File: src/rtl/sys_ctrl.sv
`default_nettype none
// +----------------------------------------------------------------------+
// | sys_ctrl: UART command parser driving register file, ALU and TX path |
// | Rev 1.0 - initial release                                            |
// +----------------------------------------------------------------------+
module sys_ctrl #(
  parameter int DATA_WIDTH    = 8,
  parameter int ADDRESS_WIDTH = 4,
  parameter int ALU_OUT_WIDTH = 16
) (
  input  logic                     CLK,
  input  logic                     RST,
  input  logic [DATA_WIDTH-1:0]    RX_P_DATA,
  input  logic                     RX_D_VLD,
  input  logic [DATA_WIDTH-1:0]    RdData,
  input  logic                     RdData_valid,
  input  logic [ALU_OUT_WIDTH-1:0] ALU_OUT,
  input  logic                     ALU_OUT_VLD,
  input  logic                     TX_BUSY,
  output logic [ADDRESS_WIDTH-1:0] Address,
  output logic                     WrEn,
  output logic                     RdEn,
  output logic [DATA_WIDTH-1:0]    WrData,
  output logic                     ALU_EN,
  output logic [3:0]               ALU_FUN,
  output logic                     CLK_EN,
  output logic [DATA_WIDTH-1:0]    TX_P_DATA,
  output logic                     TX_D_VLD
);

  localparam logic [DATA_WIDTH-1:0] c_OP_WRITE   = DATA_WIDTH'(8'hAA);
  localparam logic [DATA_WIDTH-1:0] c_OP_READ    = DATA_WIDTH'(8'hBB);
  localparam logic [DATA_WIDTH-1:0] c_OP_ALU_OPS = DATA_WIDTH'(8'hCC);
  localparam logic [DATA_WIDTH-1:0] c_OP_ALU_FUN = DATA_WIDTH'(8'hDD);

  typedef enum logic [3:0] {
    S_IDLE       = 4'd0,
    S_WR_ADDR    = 4'd1,
    S_WR_DATA    = 4'd2,
    S_RD_ADDR    = 4'd3,
    S_RD_WAIT    = 4'd4,
    S_ALU_A      = 4'd5,
    S_ALU_B      = 4'd6,
    S_ALU_FUN    = 4'd7,
    S_ALU_WAIT   = 4'd8,
    S_TX_SEND    = 4'd9,
    S_TX_GAP     = 4'd10,
    S_TX_SEND_HI = 4'd11
  } state_t;

  state_t                   r_state, w_state;
  logic [ADDRESS_WIDTH-1:0] r_wr_addr, w_wr_addr;
  logic [DATA_WIDTH-1:0]    r_tx_lo, w_tx_lo;
  logic [DATA_WIDTH-1:0]    r_tx_hi, w_tx_hi;
  logic                     r_two_bytes, w_two_bytes;

  logic [ADDRESS_WIDTH-1:0] r_address, w_address;
  logic [DATA_WIDTH-1:0]    r_wr_data, w_wr_data;
  logic [DATA_WIDTH-1:0]    r_tx_data, w_tx_data;
  logic [3:0]               r_alu_fun, w_alu_fun;
  logic                     r_wr_en, w_wr_en;
  logic                     r_rd_en, w_rd_en;
  logic                     r_alu_en, w_alu_en;
  logic                     r_clk_en, w_clk_en;
  logic                     r_tx_vld, w_tx_vld;

  always_ff @(posedge CLK or negedge RST) begin
    if (!RST) begin
      r_state <= S_IDLE;
    end else begin
      r_state <= w_state;
    end
  end

  always_comb begin
    w_state     = r_state;
    w_wr_addr   = r_wr_addr;
    w_tx_lo     = r_tx_lo;
    w_tx_hi     = r_tx_hi;
    w_two_bytes = r_two_bytes;
    w_address   = r_address;
    w_wr_data   = r_wr_data;
    w_tx_data   = r_tx_data;
    w_alu_fun   = r_alu_fun;
    w_clk_en    = r_clk_en;
    w_wr_en     = 1'b0;
    w_rd_en     = 1'b0;
    w_alu_en    = 1'b0;
    w_tx_vld    = 1'b0;

    case (r_state)
      S_IDLE: begin
        if (RX_D_VLD) begin
          case (RX_P_DATA)
            c_OP_WRITE:   w_state = S_WR_ADDR;
            c_OP_READ:    w_state = S_RD_ADDR;
            c_OP_ALU_OPS: w_state = S_ALU_A;
            c_OP_ALU_FUN: w_state = S_ALU_FUN;
            default:      w_state = S_IDLE;
          endcase
        end
      end
      S_WR_ADDR: begin
        if (RX_D_VLD) begin
          w_wr_addr = RX_P_DATA[ADDRESS_WIDTH-1:0];
          w_state   = S_WR_DATA;
        end
      end
      S_WR_DATA: begin
        if (RX_D_VLD) begin
          w_wr_en   = 1'b1;
          w_address = r_wr_addr;
          w_wr_data = RX_P_DATA;
          w_state   = S_IDLE;
        end
      end
      S_RD_ADDR: begin
        if (RX_D_VLD) begin
          w_rd_en   = 1'b1;
          w_address = RX_P_DATA[ADDRESS_WIDTH-1:0];
          w_state   = S_RD_WAIT;
        end
      end
      S_RD_WAIT: begin
        if (RdData_valid) begin
          w_tx_lo     = RdData;
          w_two_bytes = 1'b0;
          w_state     = S_TX_SEND;
        end
      end
      // Operands land in fixed ALU operand registers 0 and 1
      S_ALU_A: begin
        if (RX_D_VLD) begin
          w_wr_en   = 1'b1;
          w_address = ADDRESS_WIDTH'(0);
          w_wr_data = RX_P_DATA;
          w_state   = S_ALU_B;
        end
      end
      S_ALU_B: begin
        if (RX_D_VLD) begin
          w_wr_en   = 1'b1;
          w_address = ADDRESS_WIDTH'(1);
          w_wr_data = RX_P_DATA;
          w_state   = S_ALU_FUN;
        end
      end
      S_ALU_FUN: begin
        if (RX_D_VLD) begin
          w_alu_fun = RX_P_DATA[3:0];
          w_alu_en  = 1'b1;
          w_clk_en  = 1'b1;
          w_state   = S_ALU_WAIT;
        end
      end
      S_ALU_WAIT: begin
        if (ALU_OUT_VLD) begin
          w_clk_en    = 1'b0;
          w_tx_lo     = ALU_OUT[DATA_WIDTH-1:0];
          w_tx_hi     = ALU_OUT[ALU_OUT_WIDTH-1:DATA_WIDTH];
          w_two_bytes = 1'b1;
          w_state     = S_TX_SEND;
        end
      end
      S_TX_SEND: begin
        if (!TX_BUSY) begin
          w_tx_vld  = 1'b1;
          w_tx_data = r_tx_lo;
          w_state   = r_two_bytes ? S_TX_GAP : S_IDLE;
        end
      end
      // Busy must be seen high first, or the high byte could race the low one
      S_TX_GAP: begin
        if (TX_BUSY) begin
          w_state = S_TX_SEND_HI;
        end
      end
      S_TX_SEND_HI: begin
        if (!TX_BUSY) begin
          w_tx_vld  = 1'b1;
          w_tx_data = r_tx_hi;
          w_state   = S_IDLE;
        end
      end
      default: w_state = S_IDLE;
    endcase
  end

  always_ff @(posedge CLK or negedge RST) begin
    if (!RST) begin
      r_wr_addr   <= '0;
      r_tx_lo     <= '0;
      r_tx_hi     <= '0;
      r_two_bytes <= 1'b0;
      r_address   <= '0;
      r_wr_data   <= '0;
      r_tx_data   <= '0;
      r_alu_fun   <= '0;
      r_wr_en     <= 1'b0;
      r_rd_en     <= 1'b0;
      r_alu_en    <= 1'b0;
      r_clk_en    <= 1'b0;
      r_tx_vld    <= 1'b0;
    end else begin
      r_wr_addr   <= w_wr_addr;
      r_tx_lo     <= w_tx_lo;
      r_tx_hi     <= w_tx_hi;
      r_two_bytes <= w_two_bytes;
      r_address   <= w_address;
      r_wr_data   <= w_wr_data;
      r_tx_data   <= w_tx_data;
      r_alu_fun   <= w_alu_fun;
      r_wr_en     <= w_wr_en;
      r_rd_en     <= w_rd_en;
      r_alu_en    <= w_alu_en;
      r_clk_en    <= w_clk_en;
      r_tx_vld    <= w_tx_vld;
    end
  end

  assign Address   = r_address;
  assign WrEn      = r_wr_en;
  assign RdEn      = r_rd_en;
  assign WrData    = r_wr_data;
  assign ALU_EN    = r_alu_en;
  assign ALU_FUN   = r_alu_fun;
  assign CLK_EN    = r_clk_en;
  assign TX_P_DATA = r_tx_data;
  assign TX_D_VLD  = r_tx_vld;

endmodule
`default_nettype wire

File: config.mk
export PLATFORM = sky130hd
export DESIGN_NAME = sys_ctrl
export DESIGN_NICKNAME = d
export VERILOG_FILES = /design/src/rtl/sys_ctrl.sv
export SDC_FILE = /design/constraint.sdc
export NUM_CORES = 1
export LEC_CHECK = 0
export BUFFER_PORTS_ARGS = -buffer_cell sky130_fd_sc_hd__buf_4
export CORE_ASPECT_RATIO = 1.2
export CORE_MARGIN = 3
export CORE_UTILIZATION = 45
export CTS_CLUSTER_DIAMETER = 40
export DETAILED_ROUTE_END_ITERATION = 8
export PLACE_DENSITY = 0.81
export SYNTH_ARGS = -nofsm -noshare
export SYNTH_HDL_FRONTEND = slang
export SYNTH_SLANG_ARGS = --single-unit
File: constraint.sdc
create_clock -name CLK -period 2.4 [get_ports CLK]
set_clock_uncertainty 0.1 [all_clocks]
set_input_delay 0.12 -clock CLK [delete_from_list [all_inputs] [get_ports CLK]]
set_output_delay 0.12 -clock CLK [all_outputs]
set_load 0.1 [all_outputs]
Word-level counts from Yosys, hierarchy flattened
Cells that the tools add are included.
- logic and storage cells: 94
- bits in latches: 0
- memory bits (writable): 0
- output and inout bits: 29
- register bits after elaboration: 54
- memories kept: 0
- bits in read-only memories: 0
- order comparisons: 0
- equal/unequal tests: 27
- multipliers: 0
- div/mod/pow operators: 0
- reductions and logical operators: 16
- shift operators: 0
- $add $sub $neg: 0
- bitwise operators: 0
- multiplexer cells: 37
- operators by type and width (cell ; number):
    $mux 4 ; 16
    $pmux 4 s12 ; 1
    $eq 8x8->1 const B ; 4
    $mux 8 ; 4
    $pmux 8 s2 ; 2
    $ne 2x2->1 const B ; 12
    $eq 4x3->1 const B ; 4
    $eq 4x4->1 const B ; 4
    $pmux 4 s4 ; 1
    $pmux 3 s4 ; 1
    $reduce_and 12->1 ; 1
    $mux 1 ; 10
    $reduce_and 3->1 ; 3
    $eq 4x2->1 const B ; 2
    $reduce_and 2->1 ; 4
    $reduce_bool 2->1 ; 3
    $reduce_and 5->1 ; 1
    $eq 4x1->1 const B ; 1
    $logic_not 4->1 ; 1
    $pmux 1 s2 ; 2
    $reduce_bool 4->1 ; 1
    $reduce_or 3->1 ; 1
    $reduce_or 2->1 ; 1

Logic depth before layout (Yosys ltp)
- depth in word-level cells: 4
- depth in mapped cells: 7
- depth with buffers taken out: 4

Worst setup path before layout
No wires, ideal clock.
- path kind: register -> register
- start point: register r_state[2]
- end point: register r_state[1]
- path slack: 0.638 ns
- data arrival time: 1.537 ns
- cell stages (with the launch flop): 6
- buffers on the path: 1
- library setup time: 0.125 ns
- path through: dfrtp_1 -> buf_2 -> nor3b_1 -> o21bai_1 -> o221ai_1 -> mux2_2
- longest elaborated chain between the ends: 3
- elaborated cells between the ends (all ways): 26
- classes of those cells: 23 x eq/ne; 1 x mux; 2 x reduce/logical
- ends and longest elaborated chain (what ; line ; source):
    start, declared ; 51 ; state_t r_state, w_state;
    start signal, assigned ; 71 ; r_state <= w_state;
    $eq 4x4->1 (tied with other cells) ; 91 ; case (r_state)
    $ne 2x2->1 (no source line) ; - ;
    $reduce_and 12->1 (no source line) ; - ;
Parallel ways exist; a longest one is shown, timed or not.
A chain may end at the register's enable or synchronous reset.

Worst setup path in the final report
Ends and elaborated chain as after synthesis.

==> results.toml <==
[yosys]
synth_area_um2 = 2590
ys_types = 48
ys_seq_area_share_pct = 52.2
synth_edf_count = 0
synth_top_family_by_area = "multiplexers"
synthArstFlopShare_pct = 100
syn_nets = 264
syn_inst = 226
synth_xor_area_share_pct = 1.35
synthAdderAreaFrac_pct = 0
ys.flop_type = "dfrtp_1"
yosys.area_share.simple_pct = 12.5
yosysWarnings = 0
synth-compound-area-share_pct = 13.8
syn_avg_cell_area_um2 = 11.4
muxShareOfSynthArea_pct = 15.7
yosys_register_bits = 54

[finish]
num_antenna_cells = 0
final_cell_mix = "70 x buf_4, 54 x dfrtp_1, 29 x mux2_2"
final_nets = 341
final_common_cell = "buf_4"
stdcell_count = 366
syn2layout_area_growth_pct = 29.8
seq_area_um2 = 1350
multi_input_area_um2 = 1120
nFillCells = 422
drive_gt1_share_pct = 37.2

[pwr]
pwr-share-clk_pct = 11.9
power.internal_mw = 2.42
irDropWorstVdd_uv = 742
power.share.combinational_pct = 55.6
power_density_nw_per_um2 = 1460
seqPwrFrac_pct = 32.5
p_sw_mw = 2.48
total_power_mw = 4.90
sw_frac_of_total_pct = 50.6
leakagePower_nw = 1.57

[global_routing]
grt-ovfl-total = 0
grt_pass1_vias = 1947
grt_use_met3_pct = 2.47
grt_max_degree = 55
grt.busiest_layer = "met2"
met2_usage_pct = 28.1
grt_first_pass_wirelength_um = 9230
track_usage_pct = 18.0
use_met1_pct = 24.8
antenna_found_initial = 0

[place]
gp_congestion = 0.857
hpwlAfterDp_um = 4020
dp_cells = 343
portBuffers = 66

[cts]
postCtsSetupBuffers = 0
clock-sinks = 54
cts_root_buf = "clkbuf_8"
clock_latency_ns = 0.30
clkTransAtPathRegs_ns = 0.09
ctsResizeCount = 0
clk_path_buf_depth = 2
cts_buffers = 5
cts_htree_levels = 2
tritoncts = "done"

[floorplanning]
dieHeight_um = 89.0
fp.dieW_um = 75.2
core_area_um2 = 5410
ios = 67
rows = 29
start_util_pct = 47.8
die_area_um2 = 6700

[worst_setup_path]
reg2reg_slack_ns = 0.27
r2r_cells = 4
cp.arrival_ns = 2.22
critical_path_class = "reg -> reg"
cpMaxStageDelayCell = "dfrtp_1"
crit_path_start_kind = "register"
r2r-end = "r_state[1]"
crit_required_ns = 2.49
cpPeakStageDelay_ns = 0.77
crit_path_end_kind = "register"
reg2reg_from = "r_state[2]"
crit_fanout = 23
path_cells = "nor3b_1 > o21bai_1 > o221ai_1 > mux2_2"

[sta]
final_max_slew_viol_count = 0
worst_pin_slew_ns = 0.668
setup_tns_ns = 0
finalSetupViolCount = 0
grt_setup_unrepaired = "no"
fmax_mhz = 469
finalCritPeriodShare_pct = 88.9
period_minus_slack_ns = 2.13
maxSlewHeadroom_pct = 55.4
finalHoldViolCount = 0

[detailed_routing]
first_iter_violations = 129
vias_per_cell = 5.52
ant_nets = 0
drc = 0
vias = 2019
wirelength_um = 5760
drtPass1Iterations = 4
routedWlPerCell_um = 15.7

[worst_hold_path]
holdCritStartpoint = "RX_P_DATA[2]"
hold_path_class = "in -> reg"
hold_path_depth = 2
min_to = "ALU_FUN[2]"

[run]
max_cap_violations = 0

[outcome]
status = "finished, final reports clean"
## power groups by stage
stage | clock, mW | combinational, mW | sequential [mW]
after global placement | 0 | 2.66 | 1.58
after floorplan | 0 | 1.09 | 2.68
final | 0.582 | 2.72 | 1.59
after global routing | 0.618 | 2.88 | 1.64
after detailed placement | 0 | 2.70 | 1.60
after CTS | 0.592 | 2.73 | 1.58
## layout make-up
type / instances / share of cell area [%]
Tap cell: 62 / 2.31
Inverter: 6 / 0.671
Multi-Input combinational cell: 151 / 33.4
Clock inverter: 1 / 0.895
Sequential cell: 54 / 40.3
Timing Repair Buffer: 85 / 20.1
Clock buffer: 7 / 2.27
## cell usage after synthesis (2+ instances only)
master,count,share of area (%)
nor2_1,14,2.0
a21o_1,2,0.58
o211ai_1,2,0.58
dfrtp_1,54,52
nor3b_1,3,0.87
nand2b_1,2,0.48
nand3_1,3,0.58
a21oi_1,16,3.1
mux2_2,29,13
nor2b_1,3,0.73
o21ai_0,13,2.5
a22o_1,3,1.0
o22ai_1,9,2.2
buf_2,6,1.2
xnor2_1,2,0.68
nand4bb_1,2,0.87
nand2_1,13,1.9
mux2i_1,8,3.1
clkbuf_1,5,0.73
inv_1,6,0.87
buf_6,3,1.3
xor2_1,2,0.68
## worst max-delay path, delay by kind of cell, from the launching register on
kind,cells,cell delay (ns)
DFF,1,0.77
and+or+nand+nor,1,0.48
muxes,1,0.38
AOI/OAI and AO/OA,2,0.31
## flip-flops by register name, summed over array words and instances (netlist names)
signal,count
r_wr_addr,4
r_tx_hi,8
r_tx_lo,8
RdEn,1
WrEn,1
CLK_EN,1
Address,4
r_two_bytes,1
TX_D_VLD,1
ALU_FUN,4
TX_P_DATA,8
ALU_EN,1
r_state,4
WrData,8
## kinds of logic (layout without fill, tap and decap cells)
| family | after synthesis | after routing |
|---|---|---|
| buf+inv | 21 | 99 |
| xor+xnor | 4 | 4 |
| mux | 37 | 37 |
| flops | 54 | 54 |
| simple gates | 54 | 54 |
| compound gates | 56 | 56 |
## metal layers
metal  wire length, µm  part of all wire [%]
met1              2460                    43
met2              2900                    50
met3               297                   5.2
met4               100                   1.7
met5                 0                     0
## worst max-delay path by stage
| stage | slack (ns) | end | startpoint | depth (start not counted) |
|---|---|---|---|---|
| after global placement | 0.44 | WrData[2] | r_state[2] | 5 |
| after detailed placement | 0.35 | r_state[1] | r_state[2] | 4 |
| after global routing | 0.10 | r_state[1] | r_state[2] | 4 |
| final | 0.27 | r_state[1] | r_state[2] | 4 |
| after floorplan | 0.64 | r_state[1] | r_state[2] | 5 |
| after CTS | 0.29 | r_state[1] | r_state[2] | 4 |
## through the flow
stage / hold slack (ns) / setup WS, ns / instance area (µm²) / util, %
6_report: 0.00976 / 0.266 / 3360 / 62.1
5_1_grt: 0.00442 / 0.103 / 3360 / 62.1
4_1_cts: 0.00532 / 0.288 / 3360 / 62.1
3_5_place_dp: 0.104 / 0.346 / 3100 / 57.3
3_3_place_gp: 0.0982 / 0.439 / 3100 / 57.3
2_1_floorplan: -0.276 / 0.638 / 2590 / -
## timing repair
item	4_1_cts	5_1_grt
hold buffers	15	0
endpoints found under the hold margin	69	0
endpoints found under the setup margin	0	0
(Power assumes the default switching activity.)
